[config.mk]
export PLATFORM = sky130hd
export DESIGN_NAME = dram_req_arbiter_flat
export DESIGN_NICKNAME = d
export VERILOG_FILES = /design/src/rtl/dram_req_arbiter_if.sv /design/src/rtl/dram_req_arbiter.sv /design/src/flat_wrapper.sv
export SDC_FILE = /design/constraint.sdc
export NUM_CORES = 1
export LEC_CHECK = 0
export CAP_MARGIN = 20
export CORE_AREA = 2 2 303 305
export DETAILED_ROUTE_END_ITERATION = 10
export DIE_AREA = 0 0 305 307
export HOLD_SLACK_MARGIN = 0.06
export SLEW_MARGIN = 25
export SYNTH_ARGS = -nofsm -noshare
export SYNTH_HDL_FRONTEND = slang
export SYNTH_SLANG_ARGS = --single-unit
[constraint.sdc]
create_clock -name i_clk -period 2.1 [get_ports i_clk]
set_clock_uncertainty 0.1 [all_clocks]
set_input_delay 0.42 -clock i_clk [delete_from_list [all_inputs] [get_ports i_clk]]
set_output_delay 0.42 -clock i_clk [all_outputs]
set_load 0.01 [all_outputs]
[src/rtl/dram_req_arbiter_if.sv]
// Bundle of both master request ports and the DRAM controller user-interface signals.
// The slave modport is the arbiter; the master modport drives requests and models the controller.
interface dram_req_arbiter_if #(
    parameter int APP_ADDR_WIDTH = 27,
    parameter int APP_DATA_WIDTH = 128,
    parameter int APP_MASK_WIDTH = 16
) ();
    logic                      p0_req;
    logic                      p0_we;
    logic [APP_ADDR_WIDTH-1:0] p0_addr;
    logic [APP_DATA_WIDTH-1:0] p0_wdata;
    logic [APP_MASK_WIDTH-1:0] p0_mask;
    logic                      p0_gnt;
    logic                      p0_done;

    logic                      p1_req;
    logic                      p1_we;
    logic [APP_ADDR_WIDTH-1:0] p1_addr;
    logic [APP_DATA_WIDTH-1:0] p1_wdata;
    logic [APP_MASK_WIDTH-1:0] p1_mask;
    logic                      p1_gnt;
    logic                      p1_done;

    logic [APP_DATA_WIDTH-1:0] o_rdata;
    logic                      o_rd_en;
    logic                      o_wr_en;
    logic [APP_ADDR_WIDTH-1:0] o_addr;
    logic [APP_DATA_WIDTH-1:0] o_data;
    logic [APP_MASK_WIDTH-1:0] o_mask;
    logic                      i_ready;
    logic [APP_DATA_WIDTH-1:0] i_data;
    logic                      i_data_valid;

    // Handshake: req is a level held until done; gnt spans grant..done inclusive;
    // done is a single-cycle pulse; the controller strobes are one-cycle pulses and
    // o_addr/o_data/o_mask are only meaningful while a strobe is high.
    modport slave (
        input  p0_req, p0_we, p0_addr, p0_wdata, p0_mask,
        output p0_gnt, p0_done,
        input  p1_req, p1_we, p1_addr, p1_wdata, p1_mask,
        output p1_gnt, p1_done,
        output o_rdata, o_rd_en, o_wr_en, o_addr, o_data, o_mask,
        input  i_ready, i_data, i_data_valid
    );

    modport master (
        output p0_req, p0_we, p0_addr, p0_wdata, p0_mask,
        input  p0_gnt, p0_done,
        output p1_req, p1_we, p1_addr, p1_wdata, p1_mask,
        input  p1_gnt, p1_done,
        input  o_rdata, o_rd_en, o_wr_en, o_addr, o_data, o_mask,
        output i_ready, i_data, i_data_valid
    );
endinterface

[src/rtl/dram_req_arbiter.sv]
// Two-port arbiter/sequencer for a single-beat DRAM user interface, one access outstanding.
// Define DRAM_ARB_RR_EN for round-robin arbitration; otherwise port 0 has fixed priority.
module dram_req_arbiter #(
    parameter int APP_ADDR_WIDTH = 27,
    parameter int APP_DATA_WIDTH = 128,
    parameter int APP_MASK_WIDTH = 16
) (
    input  logic                i_clk,
    input  logic                i_rst_x,
    dram_req_arbiter_if.slave   bus,
    output logic [2:0]          o_dbg_state
);
    localparam logic [2:0] S_IDLE  = 3'd0;
    localparam logic [2:0] S_ISSUE = 3'd1;
    localparam logic [2:0] S_GUARD = 3'd2;
    localparam logic [2:0] S_WAIT  = 3'd3;
    localparam logic [2:0] S_DONE  = 3'd4;

    logic [2:0]                state_q, state_d;
    logic [1:0]                gnt_q, gnt_d;
    logic [1:0]                done_q, done_d;
    logic                      we_q, we_d;
    logic                      rd_en_q, rd_en_d;
    logic                      wr_en_q, wr_en_d;
    logic [APP_ADDR_WIDTH-1:0] addr_q, addr_d;
    logic [APP_DATA_WIDTH-1:0] data_q, data_d;
    logic [APP_MASK_WIDTH-1:0] mask_q, mask_d;
    logic [APP_DATA_WIDTH-1:0] rdata_q, rdata_d;
    logic                      sel1;
`ifdef DRAM_ARB_RR_EN
    logic                      rr_q, rr_d;   // 1 = port 1 preferred on a tie
`endif

`ifdef DRAM_ARB_RR_EN
    assign sel1 = bus.p1_req & (~bus.p0_req | rr_q);
`else
    assign sel1 = bus.p1_req & ~bus.p0_req;
`endif

    always_comb begin
        state_d = state_q;
        gnt_d   = gnt_q;
        done_d  = 2'b00;
        we_d    = we_q;
        rd_en_d = 1'b0;
        wr_en_d = 1'b0;
        addr_d  = addr_q;
        data_d  = data_q;
        mask_d  = mask_q;
        rdata_d = rdata_q;
`ifdef DRAM_ARB_RR_EN
        rr_d    = rr_q;
`endif
        case (state_q)
            S_IDLE: begin
                if ((bus.p0_req || bus.p1_req) && bus.i_ready) begin
                    gnt_d   = sel1 ? 2'b10 : 2'b01;
                    we_d    = sel1 ? bus.p1_we    : bus.p0_we;
                    addr_d  = sel1 ? bus.p1_addr  : bus.p0_addr;
                    data_d  = sel1 ? bus.p1_wdata : bus.p0_wdata;
                    mask_d  = sel1 ? bus.p1_mask  : bus.p0_mask;
                    wr_en_d = we_d;
                    rd_en_d = ~we_d;
                    state_d = S_ISSUE;
                end
            end
            S_ISSUE: state_d = S_GUARD;
            S_GUARD: begin
                // Ready is stale here, but early read data is genuine and must not be lost.
                if (!we_q && bus.i_data_valid) begin
                    rdata_d = bus.i_data;
                    done_d  = gnt_q;
                    state_d = S_DONE;
                end else begin
                    state_d = S_WAIT;
                end
            end
            S_WAIT: begin
                if (we_q ? bus.i_ready : bus.i_data_valid) begin
                    if (!we_q) rdata_d = bus.i_data;
                    done_d  = gnt_q;
                    state_d = S_DONE;
                end
            end
            S_DONE: begin
                gnt_d   = 2'b00;
`ifdef DRAM_ARB_RR_EN
                rr_d    = gnt_q[0];
`endif
                state_d = S_IDLE;
            end
            default: begin
                gnt_d   = 2'b00;
                state_d = S_IDLE;
            end
        endcase
    end

    always_ff @(posedge i_clk or negedge i_rst_x) begin
        if (!i_rst_x) begin
            state_q <= S_IDLE;
            gnt_q   <= 2'b00;
            done_q  <= 2'b00;
            we_q    <= 1'b0;
            rd_en_q <= 1'b0;
            wr_en_q <= 1'b0;
            addr_q  <= '0;
            data_q  <= '0;
            mask_q  <= '0;
            rdata_q <= '0;
`ifdef DRAM_ARB_RR_EN
            rr_q    <= 1'b0;
`endif
        end else begin
            state_q <= state_d;
            gnt_q   <= gnt_d;
            done_q  <= done_d;
            we_q    <= we_d;
            rd_en_q <= rd_en_d;
            wr_en_q <= wr_en_d;
            addr_q  <= addr_d;
            data_q  <= data_d;
            mask_q  <= mask_d;
            rdata_q <= rdata_d;
`ifdef DRAM_ARB_RR_EN
            rr_q    <= rr_d;
`endif
        end
    end

    assign bus.p0_gnt  = gnt_q[0];
    assign bus.p1_gnt  = gnt_q[1];
    assign bus.p0_done = done_q[0];
    assign bus.p1_done = done_q[1];
    assign bus.o_rd_en = rd_en_q;
    assign bus.o_wr_en = wr_en_q;
    assign bus.o_addr  = addr_q;
    assign bus.o_data  = data_q;
    assign bus.o_mask  = mask_q;
    assign bus.o_rdata = rdata_q;
    assign o_dbg_state = state_q;
endmodule
[src/flat_wrapper.sv]
// flat-port wrapper written by rule: the top's interface ports become plain ports
module dram_req_arbiter_flat 
#(
    parameter int APP_ADDR_WIDTH = 27,
    parameter int APP_DATA_WIDTH = 128,
    parameter int APP_MASK_WIDTH = 16
)
  (i_clk, i_rst_x, o_dbg_state, bus_p0_req, bus_p0_we, bus_p0_addr, bus_p0_wdata, bus_p0_mask, bus_p0_gnt, bus_p0_done, bus_p1_req, bus_p1_we, bus_p1_addr, bus_p1_wdata, bus_p1_mask, bus_p1_gnt, bus_p1_done, bus_o_rdata, bus_o_rd_en, bus_o_wr_en, bus_o_addr, bus_o_data, bus_o_mask, bus_i_ready, bus_i_data, bus_i_data_valid);
  dram_req_arbiter_if #(.APP_ADDR_WIDTH(APP_ADDR_WIDTH), .APP_DATA_WIDTH(APP_DATA_WIDTH), .APP_MASK_WIDTH(APP_MASK_WIDTH)) bus_i ();
  input  logic i_clk;
  input  logic i_rst_x;
  output logic [2:0] o_dbg_state;
  input wire logic [$bits(bus_i.p0_req)-1:0] bus_p0_req;
  input wire logic [$bits(bus_i.p0_we)-1:0] bus_p0_we;
  input wire logic [$bits(bus_i.p0_addr)-1:0] bus_p0_addr;
  input wire logic [$bits(bus_i.p0_wdata)-1:0] bus_p0_wdata;
  input wire logic [$bits(bus_i.p0_mask)-1:0] bus_p0_mask;
  output wire logic [$bits(bus_i.p0_gnt)-1:0] bus_p0_gnt;
  output wire logic [$bits(bus_i.p0_done)-1:0] bus_p0_done;
  input wire logic [$bits(bus_i.p1_req)-1:0] bus_p1_req;
  input wire logic [$bits(bus_i.p1_we)-1:0] bus_p1_we;
  input wire logic [$bits(bus_i.p1_addr)-1:0] bus_p1_addr;
  input wire logic [$bits(bus_i.p1_wdata)-1:0] bus_p1_wdata;
  input wire logic [$bits(bus_i.p1_mask)-1:0] bus_p1_mask;
  output wire logic [$bits(bus_i.p1_gnt)-1:0] bus_p1_gnt;
  output wire logic [$bits(bus_i.p1_done)-1:0] bus_p1_done;
  output wire logic [$bits(bus_i.o_rdata)-1:0] bus_o_rdata;
  output wire logic [$bits(bus_i.o_rd_en)-1:0] bus_o_rd_en;
  output wire logic [$bits(bus_i.o_wr_en)-1:0] bus_o_wr_en;
  output wire logic [$bits(bus_i.o_addr)-1:0] bus_o_addr;
  output wire logic [$bits(bus_i.o_data)-1:0] bus_o_data;
  output wire logic [$bits(bus_i.o_mask)-1:0] bus_o_mask;
  input wire logic [$bits(bus_i.i_ready)-1:0] bus_i_ready;
  input wire logic [$bits(bus_i.i_data)-1:0] bus_i_data;
  input wire logic [$bits(bus_i.i_data_valid)-1:0] bus_i_data_valid;
  assign bus_i.p0_req = bus_p0_req;
  assign bus_i.p0_we = bus_p0_we;
  assign bus_i.p0_addr = bus_p0_addr;
  assign bus_i.p0_wdata = bus_p0_wdata;
  assign bus_i.p0_mask = bus_p0_mask;
  assign bus_p0_gnt = bus_i.p0_gnt;
  assign bus_p0_done = bus_i.p0_done;
  assign bus_i.p1_req = bus_p1_req;
  assign bus_i.p1_we = bus_p1_we;
  assign bus_i.p1_addr = bus_p1_addr;
  assign bus_i.p1_wdata = bus_p1_wdata;
  assign bus_i.p1_mask = bus_p1_mask;
  assign bus_p1_gnt = bus_i.p1_gnt;
  assign bus_p1_done = bus_i.p1_done;
  assign bus_o_rdata = bus_i.o_rdata;
  assign bus_o_rd_en = bus_i.o_rd_en;
  assign bus_o_wr_en = bus_i.o_wr_en;
  assign bus_o_addr = bus_i.o_addr;
  assign bus_o_data = bus_i.o_data;
  assign bus_o_mask = bus_i.o_mask;
  assign bus_i.i_ready = bus_i_ready;
  assign bus_i.i_data = bus_i_data;
  assign bus_i.i_data_valid = bus_i_data_valid;
  dram_req_arbiter #(.APP_ADDR_WIDTH(APP_ADDR_WIDTH), .APP_DATA_WIDTH(APP_DATA_WIDTH), .APP_MASK_WIDTH(APP_MASK_WIDTH)) u_core (.i_clk(i_clk), .i_rst_x(i_rst_x), .bus(bus_i), .o_dbg_state(o_dbg_state));
endmodule
# Word-level counts from Yosys, hierarchy flattened
# Cells that the tools add are included.
# totals
in_bits	478
out_inout_bits	308
reg_bits	309
# classes
mux	23
n_reduce_logical	11
n_eq_ne	7
n_bitwise	4
# ops
op	n
128-bit 2-to-1 mux	4
128-bit case mux with 2 select lines	1
27-bit 2-to-1 mux	1
16-bit 2-to-1 mux	1
3-bit case mux with 4 select lines	1
3-bit 2-to-1 mux	3
2-bit 2-to-1 mux	4
2-bit case mux with 2 select lines	2
3-bit by 2-bit == test with 1-bit output, second input constant	2
1-bit 2-to-1 mux	6
2-bit by 1-bit inequality test with 1-bit output, second input constant	3
2-bit AND reduction	3
4-bit AND reduction	1
3-bit by 1-bit == test with 1-bit output, second input constant	1
3-bit logical NOT	1
1-bit NOT	3
3-bit OR reduction	1
1-bit logical AND	2
2-bit inequality test, second input constant	1
2-bit nonzero test	1
1-bit AND	1
1-bit logical NOT	1
1-bit logical OR	1

# Logic depth before layout (Yosys ltp)
# Gate-level depths: netlist (run 1).
# logic_depth
word_depth	6
ltp_mapped	5

# Least setup slack after synthesis (run 1)
# Ideal clock, no wire load.
# synth_path
path_type	register -> register
startpoint	register u_core.state_q[1] (netlist: u_core.o_dbg_state[1])
endpoint	register u_core.data_q[114] (netlist: u_core.bus.o_data[114])
arrival_time_ns	1.560
path_stages_with_launch	6
slack_ns	0.315
n_path_buf	2
cell_sequence	dfrtp_1 o21bai_2 nor3_4 buf_12 buf_12 mux2_2
# synth_via
elab_chain_cells	2
# synth_lines
element	line	text
start: declaration	dram_req_arbiter.sv:19	logic [2:0] state_q, state_d;
start signal: assignment	dram_req_arbiter.sv:115	state_q <= state_d;
3-bit logical NOT	dram_req_arbiter.sv:54	case (state_q)
2-bit AND reduction (no line)	n/a	
end signal: assignment	dram_req_arbiter.sv:122	data_q <= data_d;
end: declaration	dram_req_arbiter.sv:26	logic [APP_DATA_WIDTH-1:0] data_q, data_d;
# No other way between the ends.
# A chain may end at the register's enable or synchronous reset.

# Worst setup path after layout (run 1)
# layout_path
startpoint	register u_core.data_q[31] (netlist: u_core.bus.o_data[31])
endpoint	output port bus_o_data[31]
# layout_rtl
element	line	text
end: declaration	flat_wrapper.sv:31	output wire logic [$bits(bus_i.o_data)-1:0] bus_o_data;
# No word-level cell between the ends.

==> out/qor.yml, run 1 <==
sta:
  fin_crit_sh: 0.9698
  holdWs_ps: 284.6
  tns_ps: 0
  setup_slack_ps: 63.38
  max_freq_mhz: 491.0
  slew_violations: 0
  rsz0062_at_grt: "no"
  tightest_slew_ps: 529.6
  hold_viol_final: 0
  finalSetupViolations: 0
  max_slew_margin: 0.6469
  min_period_ps: 2037
drt:
  vias: 10530
  first_iter_violations: 336
  firstDrtPassIters: 4
  wl_per_cell_um: 17.43
  ant_nets: 0
  drc: 0
  routed_wl_mm: 51.02
  drt-vias-per-instance: 3.596
floorplan:
  chipWidth_um: 305
  io_pins: 786
  initial_core_util: 0.1606
  die_y_um: 307
  num_rows: 111
  core-area_um2: 90690
  dieArea_um2: 93640
critical_path:
  slowest_delay_ps: 570
  cp-startpoint: "u_core.bus.o_data[31]"
  crit_buf_inv: 1
  worstPathMaxFanout: 2
  crit_cells: 1
  r2r_cells: 5
  cp_top_family: "buffers and inverters"
  critPathKind: "flop to output pin"
  cp_data_required_time_ps: 1580
  crit_end: "bus_o_data[31]"
  regToRegStartpoint: "u_core.o_dbg_state[1]"
  cp.arrival_ps: 1520
  cp-end-kind: "output pin"
  path_cells: "clkdlybuf4s50_1"
  r2r-end: "u_core.bus.o_data[66]"
  regToRegSetupSlack_ps: 150
  start_kind: "flop"
  crit_path_top_delay_cell: "clkdlybuf4s50_1"
synth:
  yosys.area.top_type_share: 0.5310
  ys_ff_latch: 309
  synth_cells: 859
  yosysWarnings: 0
  yosys-top-cells-area: "dfrtp_1 (53%), mux2_2 (23%), mux2_4 (16%), buf_12 (2.6%), buf_6 (2.5%)"
  yosysTopAreaCell: "dfrtp_1"
  synth_fp_nets: 1337
  synthArstFlopShare: 1.000
  syn_area_per_cell_um2: 16.95
  syn_area_um2: 14560
  synth_edf_count: 0
  synth_ff_type: "dfrtp_1"
  ys_types: 25
  seq_area_frac_synth: 0.5310
clock_tree:
  numClockSinks: 309
  clk_latency_ps: 560
  clk_transition_reported_paths_ps: 60
  cts_max_level: 2
  cts_root_buf: "clkbuf_16"
  cts_inserted_buffers: 38
  clk_path_buf_depth: 3
  cts_tree: "yes"
run_status:
  status: "finished clean"
final_layout:
  drive_gt1_frac: 0.3494
  area_delta_synth_final_pct: 73.11
  nets: 2191
global_routing:
  antenna_found_initial: 2
  grt_pass1_wl_mm: 75.04
  first_global_vias: 12080
  overflow: 0
  globalRouteTotalUtil: 0.1037
  grt_max_degree: 59
place:
  port_buffers: 785
  place_congestion: 0.8478
  preCtsSetupSlack_ps: -320.6
  dp_hpwl_mm: 40.14
pwr:
  p_per_area_nw_per_um2: 1304
  irDropWorstVdd_mv: 0.6423
  leakage_nw: 10.35
worst_hold_path:
  hp-class: "primary input to async pin"
flow_run:
  cap_viol_max_count: 0
-- metrics by stage --
step	cells	instance area, um2	power (W)	utilization
after global placement	2857	23960	0.02647	0.2642
final	2927	25210	0.03286	0.2779
after floorplan	859	14560	0.01785	-
after detailed placement	2857	23960	0.02669	0.2642
after CTS	2926	25190	0.03346	0.2778
after global routing	2927	25210	0.03459	0.2779
-- power by group --
group	switching [W]	internal [W]	total [W]
logic	0.00544	0.00996	0.0154
registers	0.00187	0.00901	0.0109
clock network	0.00266	0.00392	0.00658
-- layout by cell type, fill, tap and decap left out, types with 2 or more instances in the layout --
cell type	instances
clkdlybuf4s50_1	751
dfrtp_1	307
mux2_2	303
mux2_4	158
buf_4	64
clkbuf_16	39
dlygate4sd2_1	29
buf_12	16
clkbuf_8	11
mux2_1	9
clkbuf_1	8
a21oi_1	5
clkinv_2	5
dlymetal6s2s_1	4
nand2b_1	3
and2_1	3
nand3_1	2
mux2i_1	2
clkinv_8	2
dfrtp_2	2
-- layout make-up --
| cell class | instances | area [um2] |
|---|---|---|
| timing repair buffer | 866 | 8647 |
| antenna | 1 | 2.502 |
| multi-input combinational | 497 | 6082 |
| fill | 9192 | 65480 |
| clock buffer | 58 | 1157 |
| inverter | 1 | 3.754 |
| tap | 1186 | 1484 |
| sequential | 309 | 7735 |
| clock inverter | 9 | 95.09 |
-- registers in the layout, indices dropped and copies added, names as in the netlist, 2 cells and up --
signal              count
u_core.bus.o_addr      27
u_core.bus.o_data     128
u_core.bus.o_mask      16
u_core.bus.o_rdata    128
u_core.done_q           2
u_core.gnt_q            2
u_core.o_dbg_state      3
-- kinds of logic (layout without fill, tap and decap cells) --
kind of cell,count (synthesis),count (layout),share of synthesized area
multiplexers,472,472,0.4056
flip-flops,309,309,0.5310
buffers and inverters,53,934,0.05164
AND/OR/NAND/NOR,17,17,0.008250
AO/OA/AOI/OAI,8,8,0.003522
other,0,1,0
-- cells in the mapped netlist, types with 2 or more instances --
master    count
dfrtp_1     309
mux2_2      303
mux2_1        9
mux2_4      158
buf_6        32
and2_1        3
mux2i_1       2
a21oi_1       5
nand3_1       2
buf_12       19
nand2b_1      3
-- worst min path at each step --
| stage | startpoint | to | slack, ps |
|---|---|---|---|
| 5_1_grt | i_rst_x | u_core.bus.o_rdata[43] | 300 |
| 4_1_cts | i_rst_x | u_core.bus.o_rdata[43] | 270 |
| 6_report | i_rst_x | u_core.bus.o_rdata[43] | 280 |
| 2_1_floorplan | i_rst_x | u_core.bus.o_addr[0] | 20 |
| 3_3_place_gp | i_rst_x | u_core.bus.o_rdata[43] | 300 |
| 3_5_place_dp | i_rst_x | u_core.bus.o_rdata[43] | 300 |
-- per-layer routing --
metal | vias up | GRT usage | routed length, um
met3 | 69 | 0.03177 | 3809
met4 | 2 | 0.03615 | 1387
met5 | - | 0 | 12
li1 | 4799 | - | -
met2 | 465 | 0.1923 | 26990
met1 | 5190 | 0.1106 | 18820
-- timing repair --
item,in CTS,in global routing
endpoints found under the setup margin,29,4
gates cloned,0,0
hold buffers,1,0
resized for setup,31,4
setup buffers,1,0
endpoints found under the hold margin,30,0
(Power assumes the default switching activity.)
==> run 2, diff against run 1 <==
--- a/config.mk
+++ b/config.mk
@@ -7,6 +7,7 @@
 export LEC_CHECK = 0
 export CAP_MARGIN = 20
 export CORE_AREA = 2 2 303 305
+export CTS_CLUSTER_DIAMETER = 200
 export DETAILED_ROUTE_END_ITERATION = 10
 export DIE_AREA = 0 0 305 307
 export HOLD_SLACK_MARGIN = 0.06
==> results of run 2 <==
Same layout as run 1: the final DEF is identical, and so are final timing and power.
==> run 3, diff against run 2 <==
--- a/config.mk
+++ b/config.mk
@@ -11,6 +11,8 @@
 export DETAILED_ROUTE_END_ITERATION = 10
 export DIE_AREA = 0 0 305 307
 export HOLD_SLACK_MARGIN = 0.06
+export PLACE_DENSITY = 0.48
+export SETUP_SLACK_MARGIN = 0.02
 export SLEW_MARGIN = 25
 export SYNTH_ARGS = -nofsm -noshare
 export SYNTH_HDL_FRONTEND = slang
==> out/qor.yml, run 3 (synthesis results as in run 1) <==
run_status:
  status: "finished clean"
pwr:
  p_switching_w: 0.01002  # +0.56%
  leakage_nw: 10.55  # +1.9%
  p_per_area_nw_per_um2: 1328  # +1.9%
  irDropWorstVdd_mv: 0.7532  # +17%
  p_comb_frac: 0.462  # -0.007
  power_w: 0.03375  # +2.7%
  power_frac_clock: 0.220  # +0.020
  p_int_w: 0.02373  # +3.6%
  seq_power_share: 0.318  # -0.013
  swShare: 0.2970  # -0.006308
clock_tree:
  cts_inserted_buffers: 40  # +5.3%
  clk_transition_reported_paths_ps: 60  # about the same
  clk_latency_ps: 550  # about the same
  cts_root_buf: "clkbuf_16"
  numClockSinks: 309  # unchanged
  cts_max_level: 2  # unchanged
  cts_tree: "yes"
  clk_path_buf_depth: 3  # unchanged
drt:
  ant_nets: 0  # unchanged
  firstDrtPassIters: 4  # unchanged
  routed_wl_mm: 52.57  # +3.0%
  drc: 0  # unchanged
  vias: 10480  # -0.43%
  drt-vias-per-instance: 3.574  # -0.60%
  wl_per_cell_um: 17.93  # +2.9%
  first_iter_violations: 232  # -31%
global_routing:
  overflow: 0  # unchanged
  grt_pass1_wl_mm: 77.17  # +2.8%
  globalRouteTotalUtil: 0.1072  # +0.003499
  grt_max_degree: 62  # +5.1%
  antenna_found_initial: 0  # -2
  first_global_vias: 12010  # -0.53%
final_layout:
  final_common_cell: "clkdlybuf4s50_1"
  final_core_util: 0.2802  # +0.002304
  layout_common_cells: "clkdlybuf4s50_1 (747), dfrtp_1 (308), mux2_2 (303)"
  area_delta_synth_final_pct: 74.54
  nets: 2194  # +0.14%
  fillerInstances: 9261  # +0.75%
  drive_gt1_frac: 0.3496  # about the same
  instances_no_fill: 2932  # +0.17%
critical_path:
  r2r_cells: 6  # +1
  critPathKind: "flop to output pin"
  cp.arrival_ps: 1490  # -30 ps
  worstPathMaxFanout: 2  # unchanged
  slowest_delay_ps: 560  # about the same
  crit_path_top_delay_cell: "clkdlybuf4s50_1"
  path_cells: "clkdlybuf4s50_1"
  cp-end-kind: "output pin"
  cp_top_family: "buffers and inverters"
  start_kind: "flop"
  crit_buf_inv: 1  # unchanged
  regToRegSetupSlack_ps: 160  # about the same
  regToRegStartpoint: "u_core.o_dbg_state[2]"
  cp_data_required_time_ps: 1580  # about the same
  r2r-end: "u_core.bus.o_rdata[23]"
sta:
  slew_violations: 0  # unchanged
  tightest_slew_ps: 641.2  # +111.6 ps
  finalSetupViolations: 0  # unchanged
  hold_viol_final: 0  # unchanged
  rsz0062_at_grt: "no"
  max_slew_margin: 0.5726  # -0.07437
  min_period_ps: 2012  # -24.59 ps
  max_freq_mhz: 497.0  # +1.2%
  fin_crit_sh: 0.9581  # -0.01171
floorplan:
  dieArea_um2: 93640  # unchanged
  core-area_um2: 90690  # unchanged
  die_y_um: 307  # unchanged
  chipWidth_um: 305  # unchanged
  initial_core_util: 0.1606  # unchanged
  io_pins: 786  # unchanged
  num_rows: 111  # unchanged
place:
  port_buffers: 785  # unchanged
  dp_hpwl_mm: 41.66  # +3.8%
  place_congestion: 0.7992  # -5.7%
  placed_cells: 2857  # unchanged
flow_run:
  cap_viol_max_count: 0  # unchanged
worst_hold_path:
  hp-class: "primary input to async pin"
[run 3: cell count changes in the layout (fill, tap and decap cells not counted), sizes merged]
| cell | before | now |
|---|---|---|
| buf | 81 | 82 |
| clkdlybuf4s50 | 751 | 747 |
| dlygate4sd2 | 29 | 19 |
| bufinv | 1 | 6 |
| dlymetal6s2s | 4 | 18 |
| clkinvlp | 1 | 0 |
| clkbuf | 58 | 62 |
| clkinv | 7 | 3 |
[run 3: layout make-up]
type                       instances  area (um2)  share of cell area
clock buffer                      62        1226             0.04825
clock inverter                     9       206.4            0.008123
timing repair buffer             867        8677              0.3414
sequential                       309        7734              0.3043
inverter                           1       3.754           0.0001477
antenna                            1       2.502          0.00009846
tap                             1186        1484             0.05839
multi-input combinational        497        6082              0.2393
[run 3: what timing repair did]
action	4_1_cts	5_1_grt
hold endpoints to repair	41	0
gates resized for setup	20	18
setup buffers	2	0
setup endpoints to repair	20	18
hold buffers	1	0
[run 3: per-stage QoR]
step	hold WS [ps]	area (um2)	setup WS [ps]	setup TNS (ps)
after floorplan	24.41	14560	315.0	0
after global placement	346.3	23930	-357.7	-67370
after detailed placement	349.9	23930	-395.3	-71930
after CTS	318.3	25370	20.12	0
after global routing	319.6	25410	20.78	0
final	347.0	25420	87.96	0
[run 3: metal layers]
metal,part of all wire,GRT usage,vias up
met5,0,0,-
met3,0.071,0.03053,64
met2,0.53,0.1974,415
met1,0.38,0.1189,5195
li1,-,-,4806
met4,0.023,0.03201,0
[run 3: how the worst max path moves through the flow]
stage | startpoint | to | slack (ps) | cells past startpoint
floorplan | u_core.o_dbg_state[1] | u_core.bus.o_data[114] | 310 | 5
global placement | bus_i_ready | u_core.bus.o_data[36] | -360 | 6
detailed placement | bus_i_ready | u_core.bus.o_data[22] | -400 | 6
CTS | u_core.bus.o_rdata[113] | bus_o_rdata[113] | 20 | 1
global route | u_core.bus.o_rdata[35] | bus_o_rdata[35] | 20 | 1
finish | u_core.bus.o_rdata[2] | bus_o_rdata[2] | 90 | 1
[run 3: power by group through the flow]
stage          Combinational, W  Clock [W]  Sequential [W]
2_1_floorplan           0.00584          0          0.0120
3_3_place_gp             0.0159          0          0.0108
3_5_place_dp             0.0159          0          0.0108
4_1_cts                  0.0159    0.00773          0.0108
5_1_grt                  0.0165    0.00801          0.0111
6_report                 0.0156    0.00744          0.0107
